==> src/rtl/fetch_buffer_pkg.sv <==
// Shared defaults for the fetch stage: address/instruction widths, FIFO depth,
// the PC reset address, and the {addr, instr} entry layout width.
package fetch_buffer_pkg;

    localparam int ADDR_W_DEF  = 8;
    localparam int INSTR_W_DEF = 15;
    localparam int DEPTH_DEF   = 2;

    localparam logic [ADDR_W_DEF-1:0] PC_RESET = '0;

    // A FIFO entry is {addr, instr}, with the address in the upper bits.
    function automatic int entry_w(input int addr_w, input int instr_w);
        return addr_w + instr_w;
    endfunction

endpackage

==> src/rtl/fetch_buffer_fifo.sv <==
// DEPTH-entry synchronous FIFO with flush. A push and a pop in the same cycle
// are accepted even when the FIFO is full.
module fetch_buffer_fifo #(
    parameter int WIDTH = 23,
    parameter int DEPTH = 2
) (
    input  logic                     clk,
    input  logic                     reset,
    input  logic                     i_push,
    input  logic                     i_pop,
    input  logic                     i_flush,
    input  logic [WIDTH-1:0]         i_data,
    output logic [WIDTH-1:0]         o_data,
    output logic [$clog2(DEPTH):0]   o_count,
    output logic                     o_full,
    output logic                     o_empty
);

    localparam int PTR_W = $clog2(DEPTH);
    localparam int CNT_W = PTR_W + 1;

    logic [WIDTH-1:0] r_mem [DEPTH];
    logic [PTR_W-1:0] r_wr_ptr;
    logic [PTR_W-1:0] r_rd_ptr;
    logic [CNT_W-1:0] r_count;

    logic w_do_pop;
    logic w_do_push;

    assign w_do_pop  = i_pop & (r_count != '0);
    assign w_do_push = i_push & ((r_count != CNT_W'(DEPTH)) | w_do_pop);

    // Storage is cleared on reset so the head reads as zero out of reset.
    always_ff @(posedge clk or negedge reset) begin
        if (!reset) begin
            r_wr_ptr <= '0;
            r_rd_ptr <= '0;
            r_count  <= '0;
            for (int i = 0; i < DEPTH; i++) begin
                r_mem[i] <= '0;
            end
        end else if (i_flush) begin
            r_wr_ptr <= '0;
            r_rd_ptr <= '0;
            r_count  <= '0;
        end else begin
            if (w_do_push) begin
                r_mem[r_wr_ptr] <= i_data;
                r_wr_ptr        <= r_wr_ptr + 1'b1;
            end
            if (w_do_pop) begin
                r_rd_ptr <= r_rd_ptr + 1'b1;
            end
            r_count <= r_count + CNT_W'(w_do_push) - CNT_W'(w_do_pop);
        end
    end

    assign o_data  = r_mem[r_rd_ptr];
    assign o_count = r_count;
    assign o_full  = (r_count == CNT_W'(DEPTH));
    assign o_empty = (r_count == '0);

endmodule

==> src/rtl/fetch_buffer.sv <==
// Instruction fetch stage: pairs each ROM word with the address fetched one
// cycle earlier, buffers it, and replays the PC when the buffer overflows.
module fetch_buffer
    import fetch_buffer_pkg::*;
#(
    parameter int ADDR_W  = ADDR_W_DEF,
    parameter int INSTR_W = INSTR_W_DEF,
    parameter int DEPTH   = DEPTH_DEF
) (
    input  logic               clk,
    input  logic               reset,
    input  logic [ADDR_W-1:0]  pc_addr,
    output logic               rom_en,
    output logic [ADDR_W-1:0]  rom_addr,
    input  logic [INSTR_W-1:0] rom_data,
    input  logic               jump,
    input  logic [ADDR_W-1:0]  jump_addr,
    output logic               pc_load,
    output logic [ADDR_W-1:0]  pc_new_addr,
    output logic               out_valid,
    input  logic               out_ready,
    output logic [INSTR_W-1:0] out_instr,
    output logic [ADDR_W-1:0]  out_addr
);

    localparam int ENTRY_W = entry_w(ADDR_W, INSTR_W);
    localparam int CNT_W   = $clog2(DEPTH) + 1;

    logic [ADDR_W-1:0]  r_inflight_addr_p1;
    logic               r_inflight_v_p1;
    logic               r_squash;

    logic               w_pop;
    logic               w_space;
    logic               w_arrival;
    logic               w_push;
    logic               w_drop;
    logic               w_full;
    logic               w_empty;
    logic [CNT_W-1:0]   w_count;
    logic [ENTRY_W-1:0] w_head;

    assign rom_en   = reset;
    assign rom_addr = pc_addr;

    assign w_pop     = out_valid & out_ready;
    assign w_space   = (w_count < CNT_W'(DEPTH)) | w_pop;
    assign w_arrival = r_inflight_v_p1 & ~r_squash & ~jump;
    assign w_push    = w_arrival & w_space;
    assign w_drop    = w_arrival & w_full & ~w_pop;

    // A jump outranks a replay; the PC never sees a load while held in reset.
    assign pc_load     = reset & (jump | w_drop);
    assign pc_new_addr = jump ? jump_addr : r_inflight_addr_p1;

    // Stage p0 -> p1: the address fetched this cycle meets its ROM word next cycle.
    always_ff @(posedge clk or negedge reset) begin
        if (!reset) begin
            r_inflight_addr_p1 <= ADDR_W'(PC_RESET);
            r_inflight_v_p1    <= 1'b0;
            r_squash           <= 1'b0;
        end else begin
            r_inflight_addr_p1 <= pc_addr;
            r_inflight_v_p1    <= 1'b1;
            r_squash           <= jump | w_drop;
        end
    end

    fetch_buffer_fifo #(
        .WIDTH (ENTRY_W),
        .DEPTH (DEPTH)
    ) u_fifo (
        .clk     (clk),
        .reset   (reset),
        .i_push  (w_push),
        .i_pop   (w_pop),
        .i_flush (jump),
        .i_data  ({r_inflight_addr_p1, rom_data}),
        .o_data  (w_head),
        .o_count (w_count),
        .o_full  (w_full),
        .o_empty (w_empty)
    );

    assign out_valid = ~w_empty;
    assign out_addr  = w_head[ENTRY_W-1:INSTR_W];
    assign out_instr = w_head[INSTR_W-1:0];

endmodule
==> config.mk <==
export PLATFORM = sky130hd
export DESIGN_NAME = fetch_buffer
export DESIGN_NICKNAME = d
export VERILOG_FILES = /design/src/rtl/fetch_buffer_pkg.sv /design/src/rtl/fetch_buffer_fifo.sv /design/src/rtl/fetch_buffer.sv
export SDC_FILE = /design/constraint.sdc
export NUM_CORES = 1
export LEC_CHECK = 0
export BUFFER_PORTS_ARGS = -buffer_cell sky130_fd_sc_hd__buf_2
export CAP_MARGIN = 20
export CORE_UTILIZATION = 35
export CTS_CLUSTER_DIAMETER = 60
export DETAILED_ROUTE_END_ITERATION = 8
export PLACE_DENSITY = 0.61
export SLEW_MARGIN = 10
export SYNTH_ARGS = -nofsm -noshare
export SYNTH_HDL_FRONTEND = slang
export SYNTH_HIERARCHICAL = 1
export SYNTH_SLANG_ARGS = --single-unit
==> constraint.sdc <==
create_clock -name clk -period 3.5 [get_ports clk]
set_input_delay 0.35 -clock clk [delete_from_list [all_inputs] [get_ports clk]]
set_output_delay 0.35 -clock clk [all_outputs]
set_load 0.02 [all_outputs]
* Word-level counts from Yosys, hierarchy flattened
Cells that the tools add are included.
** Storage, ports and cells
- Bits in registers :: 60
- Input bits :: 35
- Output and inout bits :: 42
** Operators by class
- Bitwise logic cells :: 18
- Order comparisons :: 4
- Reductions and logical operators :: 6
- Eq/ne operators :: 2
- Muxes and demuxes :: 12
- $add $sub $neg :: 4
** Operators by type and width (count)
- 2-to-1 mux 23 bit :: 4
- bitwise mux 46 bit :: 1
- demux 23 bit (select 1 bit) :: 1
- AND 1 bit :: 9
- 2-to-1 mux 8 bit :: 1
- nonzero test 2 bit :: 3
- greater-or-equal comparator 2 bit (second input constant) :: 2
- 2-to-1 mux 1 bit :: 4
- inverter 1 bit :: 4
- inverter 1 -> 2 bit :: 2
- OR 1 bit :: 3
- adder 1 bit (second input constant) :: 2
- adder 2 x 1 -> 2 bit :: 1
- == test 2 bit (second input constant) :: 1
- logical NOT 2 bit :: 1
- less-than comparator 2 x 1 -> 1 bit (second input constant) :: 1
- less-than comparator 2 bit (second input constant) :: 1
- 2-to-1 mux 2 bit :: 1
- != test 2 bit (second input constant) :: 1
- AND reduction 2 bit :: 1
- subtractor 2 x 1 -> 2 bit :: 1
- logical AND 1 bit :: 1

* Logic depth before layout (Yosys ltp)
- Word-level depth :: 9
- Gate-level depth with buffers :: 10

* Hierarchy
The synthesis kept the hierarchy.
** By module, submodules not included
- fetch_buffer_fifo :: area an instance 2294.7 um^2, instances 1, cells an instance 147
- fetch_buffer :: area an instance 519.2 um^2, instances 1, cells an instance 39

* Worst setup path after synthesis
OpenSTA, ideal clock, no wires.
- Path type :: register to register
- Start point :: register u_fifo.r_count[1] (netlist: u_fifo/o_count[1])
- End point :: register u_fifo/r_mem[26] (netlist bit)
- Cell stages (with the launch flop) :: 8
- Clock period less this slack :: 1.993 ns
- Arrival :: 1.868 ns
- Library setup time :: 0.125 ns
- Slack :: 1.507 ns
- Cell sequence :: dfrtp_1 > nor2_1 > nand2b_4 > inv_2 > or3b_4 > nand3_1 > buf_2 > mux2_2
** On the way
- Longest elaborated chain between the ends :: 7
- Elaborated cells on any way between the ends :: 12
- Those cells by class :: order compare (1); eq/ne (1); bitwise (7); reduce/logical (3)
** Ends and longest elaborated chain
- start, declared :: line fetch_buffer_fifo.sv:25 : logic [CNT_W-1:0] r_count;
- start signal, assigned :: line fetch_buffer_fifo.sv:54 : r_count <= r_count + CNT_W'(w_do_push) - CNT_W'(w_do_pop);
- logical NOT 2 bit (*) :: line fetch_buffer_fifo.sv:61 : assign o_empty = (r_count == '0);
- via w_empty :: line fetch_buffer.sv:39 : logic w_empty;
- inverter 1 bit (*) :: line fetch_buffer.sv:85 : assign out_valid = ~w_empty;
- AND 1 bit (*) :: line fetch_buffer.sv:46 : assign w_pop = out_valid & out_ready;
- via w_pop :: line fetch_buffer.sv:33 : logic w_pop;
- OR 1 bit / AND 1 bit (equally long branches) :: line fetch_buffer.sv:47, fetch_buffer_fifo.sv:30
- AND 1 bit / OR 1 bit (equally long branches) :: line fetch_buffer.sv:49, fetch_buffer_fifo.sv:31
- AND 1 bit (*) :: line fetch_buffer_fifo.sv:31 : assign w_do_push = i_push & ((r_count != CNT_W'(DEPTH)) | w_do_pop);
- AND reduction 2 bit (no line) (*)
- end signal, assigned by index :: line fetch_buffer_fifo.sv:48 : r_mem[r_wr_ptr] <= i_data;
- end, declared :: line fetch_buffer_fifo.sv:22 : logic [WIDTH-1:0] r_mem [DEPTH];
The timed path passes the listed nets; every way through them passes the cells marked *.
A chain may end at the register's enable or synchronous reset.

* Final worst setup path
- Start point :: register u_fifo.r_count[1] (netlist: u_fifo/o_count[1])
- End point :: register u_fifo/r_mem[11] (netlist bit)
** On the way
- Longest elaborated chain between the ends :: 7
- Elaborated cells on any way between the ends :: 12
- Those cells by class :: order compare (1); eq/ne (1); bitwise (7); reduce/logical (3)
** Ends and longest elaborated chain
- logical NOT 2 bit :: line fetch_buffer_fifo.sv:61
- via w_empty :: line fetch_buffer.sv:39
- inverter 1 bit :: line fetch_buffer.sv:85
- AND 1 bit :: line fetch_buffer.sv:46
- OR 1 bit :: line fetch_buffer.sv:47 : assign w_space = (w_count < CNT_W'(DEPTH)) | w_pop;
- AND 1 bit :: line fetch_buffer.sv:49 : assign w_push = w_arrival & w_space;
- via w_push :: line fetch_buffer.sv:36 : logic w_push;
- AND 1 bit :: line fetch_buffer_fifo.sv:31
- AND reduction 2 bit (no line)
The timed path passes the listed nets, and every way through them passes these cells.

==> reports/results.ini <==
[global_routing]
antenna_found_initial = 0
grt_first_pass_wirelength_um = 8510
grt_max_degree = 58
grt_usage_pct = 13.5
grt_pass1_vias = 1662
grt-ovfl-total = 0

[critical_path]
critical-path-max-stage-delay_ns = 0.89
slowest_stage = and4b_2
worst-path-max-fanout = 23
ff2ff_setup_slack_ns = 0.97
path_delay_family = simple AND/OR/NAND/NOR gates
arrival_ns = 2.74
worstPathCellList = nor2_1, nand2b_4, a211oi_1, and4b_2, mux2_2
cp-start-kind = flip-flop
required_ns = 3.71
critPathCaptureType = flip-flop
crit_cells = 5
path_class = reg2reg
cp_num_buf_inv = 0
reg2regPathDepth = 5

[logic_synthesis]
ys_ff_latch = 60
synthesis.nets = 223
syn_area_per_cell_um2 = 15.1
synth_top_area_cell = dfrtp_1
synthTopCellsByArea = dfrtp_1 53%, mux2_2 20%, mux2_4 14%
synthFlopType = dfrtp_1
ys_seq_area_share_pct = 53.4
yosys_warnings = 6
syn-instance-count = 186
synth-edff-count = 0
synth_cell_types = 26
yosysTopAreaCellShare_pct = 53.4
netlist_top_cells_count = 60 x dfrtp_1, 50 x mux2_2, 27 x mux2_4, 9 x buf_4
async_flop_share_pct = 100
syn_area_um2 = 2810
post-synth-top-count-cell = dfrtp_1

[timing]
worst-slew-pin-transition_ns = 0.826
fmax_mhz = 395
clock_skew_ns = 0.00576
setup_violations = 0
max_slew_margin_pct = 44.9
final_hold_viol_count = 0
fin_tns_setup_ns = 0
drv_slew = 0
post-route-period-util_pct = 72.3
layout_setup_ws_ns = 0.970
post-route-min-period_ns = 2.53
rsz0062_at_grt = false

[place]
post-place-ws_ns = 0.946
globalplace.congestion = 0.739
placed_area_um2 = 3220
dp_cells = 349
io_buffers = 76
dpl.hpwl_um = 3430

[layout]
antenna_cells = 0
multi_input_area_um2 = 1160
regArea_um2 = 1500
layout.nets = 296
instances_no_fill = 365
final_area_um2 = 3420
fill_cells = 746
syn_to_final_growth_pct = 21.6
layout-drive-gt1-share_pct = 66.9

[detailed_routing]
wl_per_cell_um = 14.2
drtIter0Drc = 20
vias_per_cell = 4.53
drc_errors = 0
drt-total-wl_um = 5190
vias = 1655
final_antenna_net_count = 0
drt-pass1-iter-count = 2

[hold_path]
min_path_cells = 1
worstHoldPathType = in2reg

[clock_network]
cts.htree.levels = 3
clk_latency_ns = 0.33
clkTransAtPathRegs_ns = 0.06
post_cts_buffers = 0
cts_inserted_buffers = 9
tritoncts = yes
cts_buffer_depth = 2
cts_hold_buf = 1
postCtsResizedCells = 0
cts_sinks = 60
cts-root-buf = clkbuf_8

[floorplanning]
coreArea_um2 = 7770
rows = 32
initial_core_util_pct = 36.2
die_h_um = 91.7
die_w_um = 91.7
ioPinCount = 77
die_area_um2 = 8400

[power_and_ir_drop]
power_mw = 1.94
p_per_area_nw_per_um2 = 566
peakVddDrop_mv = 0.243
p_leak_nw = 1.71

[job]
drv_cap = 0

[outcome]
status = finished clean

==> registers in the layout (all words and copies together), names as in the netlist <==
| signal | cells |
|---|---|
| u_fifo/o_count | 2 |
| r_inflight_v_p1 | 1 |
| u_fifo/r_rd_ptr | 1 |
| u_fifo/r_mem | 46 |
| u_fifo/r_wr_ptr | 1 |
| r_inflight_addr_p1 | 8 |
| r_squash | 1 |
==> metal layers <==
metal / share of wire [%] / up-vias / GRT usage [%]
li1: - / 784 / -
met1: 47 / 802 / 17.2
met2: 45 / 61 / 20.8
met3: 6.5 / 8 / 5.22
met4: 1.5 / 0 / 4.89
met5: 0 / - / 0
==> worst reg2reg max path, stage by stage (launching register included) <==
cell	delay, ns
dfrtp_1	0.42
nor2_1	0.09
nand2b_4	0.15
a211oi_1	0.45
and4b_2	0.89
mux2_2	0.41
==> logic make-up after synthesis <==
group,Yosys count,synth area share (%)
xor+xnor,3,0.934
compound gates,5,1.69
flops,60,53.4
other cells,1,0.133
mux,77,34.4
simple gates,15,3.16
fa+ha+maj,2,0.889
buf+inv,23,5.42
==> stage by stage <==
| step | utilization (%) | hold WS [ns] |
|---|---|---|
| after global placement | 41.5 | 0.188 |
| after global routing | 44.1 | 0.110 |
| final | 44.1 | 0.135 |
| after CTS | 44.1 | 0.113 |
| after floorplan | - | 0.0544 |
| after detailed placement | 41.5 | 0.186 |
==> placed cells by master (no fill, tap or decap) <==
cell | synthesis | final
nand2b_1 | 1 | 1
mux2_4 | 27 | 27
o31ai_2 | 1 | 1
nor2_1 | 4 | 4
and4b_2 | 0 | 1
clkbuf_8 | 0 | 13
a211o_1 | 1 | 1
inv_2 | 1 | 1
ha_1 | 2 | 2
nand2b_4 | 1 | 1
a211oi_1 | 1 | 1
mux2_2 | 50 | 50
clkinv_2 | 0 | 1
a41o_2 | 1 | 1
nand3_1 | 1 | 1
o21a_1 | 1 | 1
conb_1 | 1 | 1
or3b_4 | 1 | 1
inv_1 | 4 | 4
buf_4 | 9 | 2
xnor2_1 | 2 | 2
dfrtp_1 | 60 | 60
nand2_1 | 4 | 4
nor2b_1 | 2 | 2
clkbuf_1 | 3 | 1
buf_2 | 2 | 76
xor2_1 | 1 | 1
buf_12 | 0 | 1
dlygate4sd3_1 | 0 | 1
==> power by group <==
group	switching (mW)	internal [mW]	leakage, nW	total (mW)
clock	0.239	0.330	0.0986	0.568
sequential	0.0600	0.816	0.757	0.876
combinational	0.237	0.254	0.851	0.491
total	0.536	1.40	1.71	1.94
==> final timing paths <==
kind / start / to
worst max-delay path: u_fifo/o_count[1] / u_fifo/r_mem[11]
min in group asynchronous: reset / r_inflight_v_p1
worst min-delay path: pc_addr[4] / r_inflight_addr_p1[4]
worst min register to register: u_fifo/r_mem[44] / u_fifo/r_mem[44]
worst max register to register: u_fifo/o_count[1] / u_fifo/r_mem[11]
max in group asynchronous: reset / u_fifo/r_mem[35]
==> area by class of cell <==
| class | count | share of cell area, % |
|---|---|---|
| clock inverter | 1 | 0.146 |
| sequential | 60 | 43.9 |
| tap | 102 | 3.73 |
| timing repair buffer | 80 | 12.4 |
| multi-input combinational | 103 | 33.9 |
| clock buffer | 14 | 5.34 |
| inverter | 5 | 0.548 |
(Power assumes the default switching activity.)
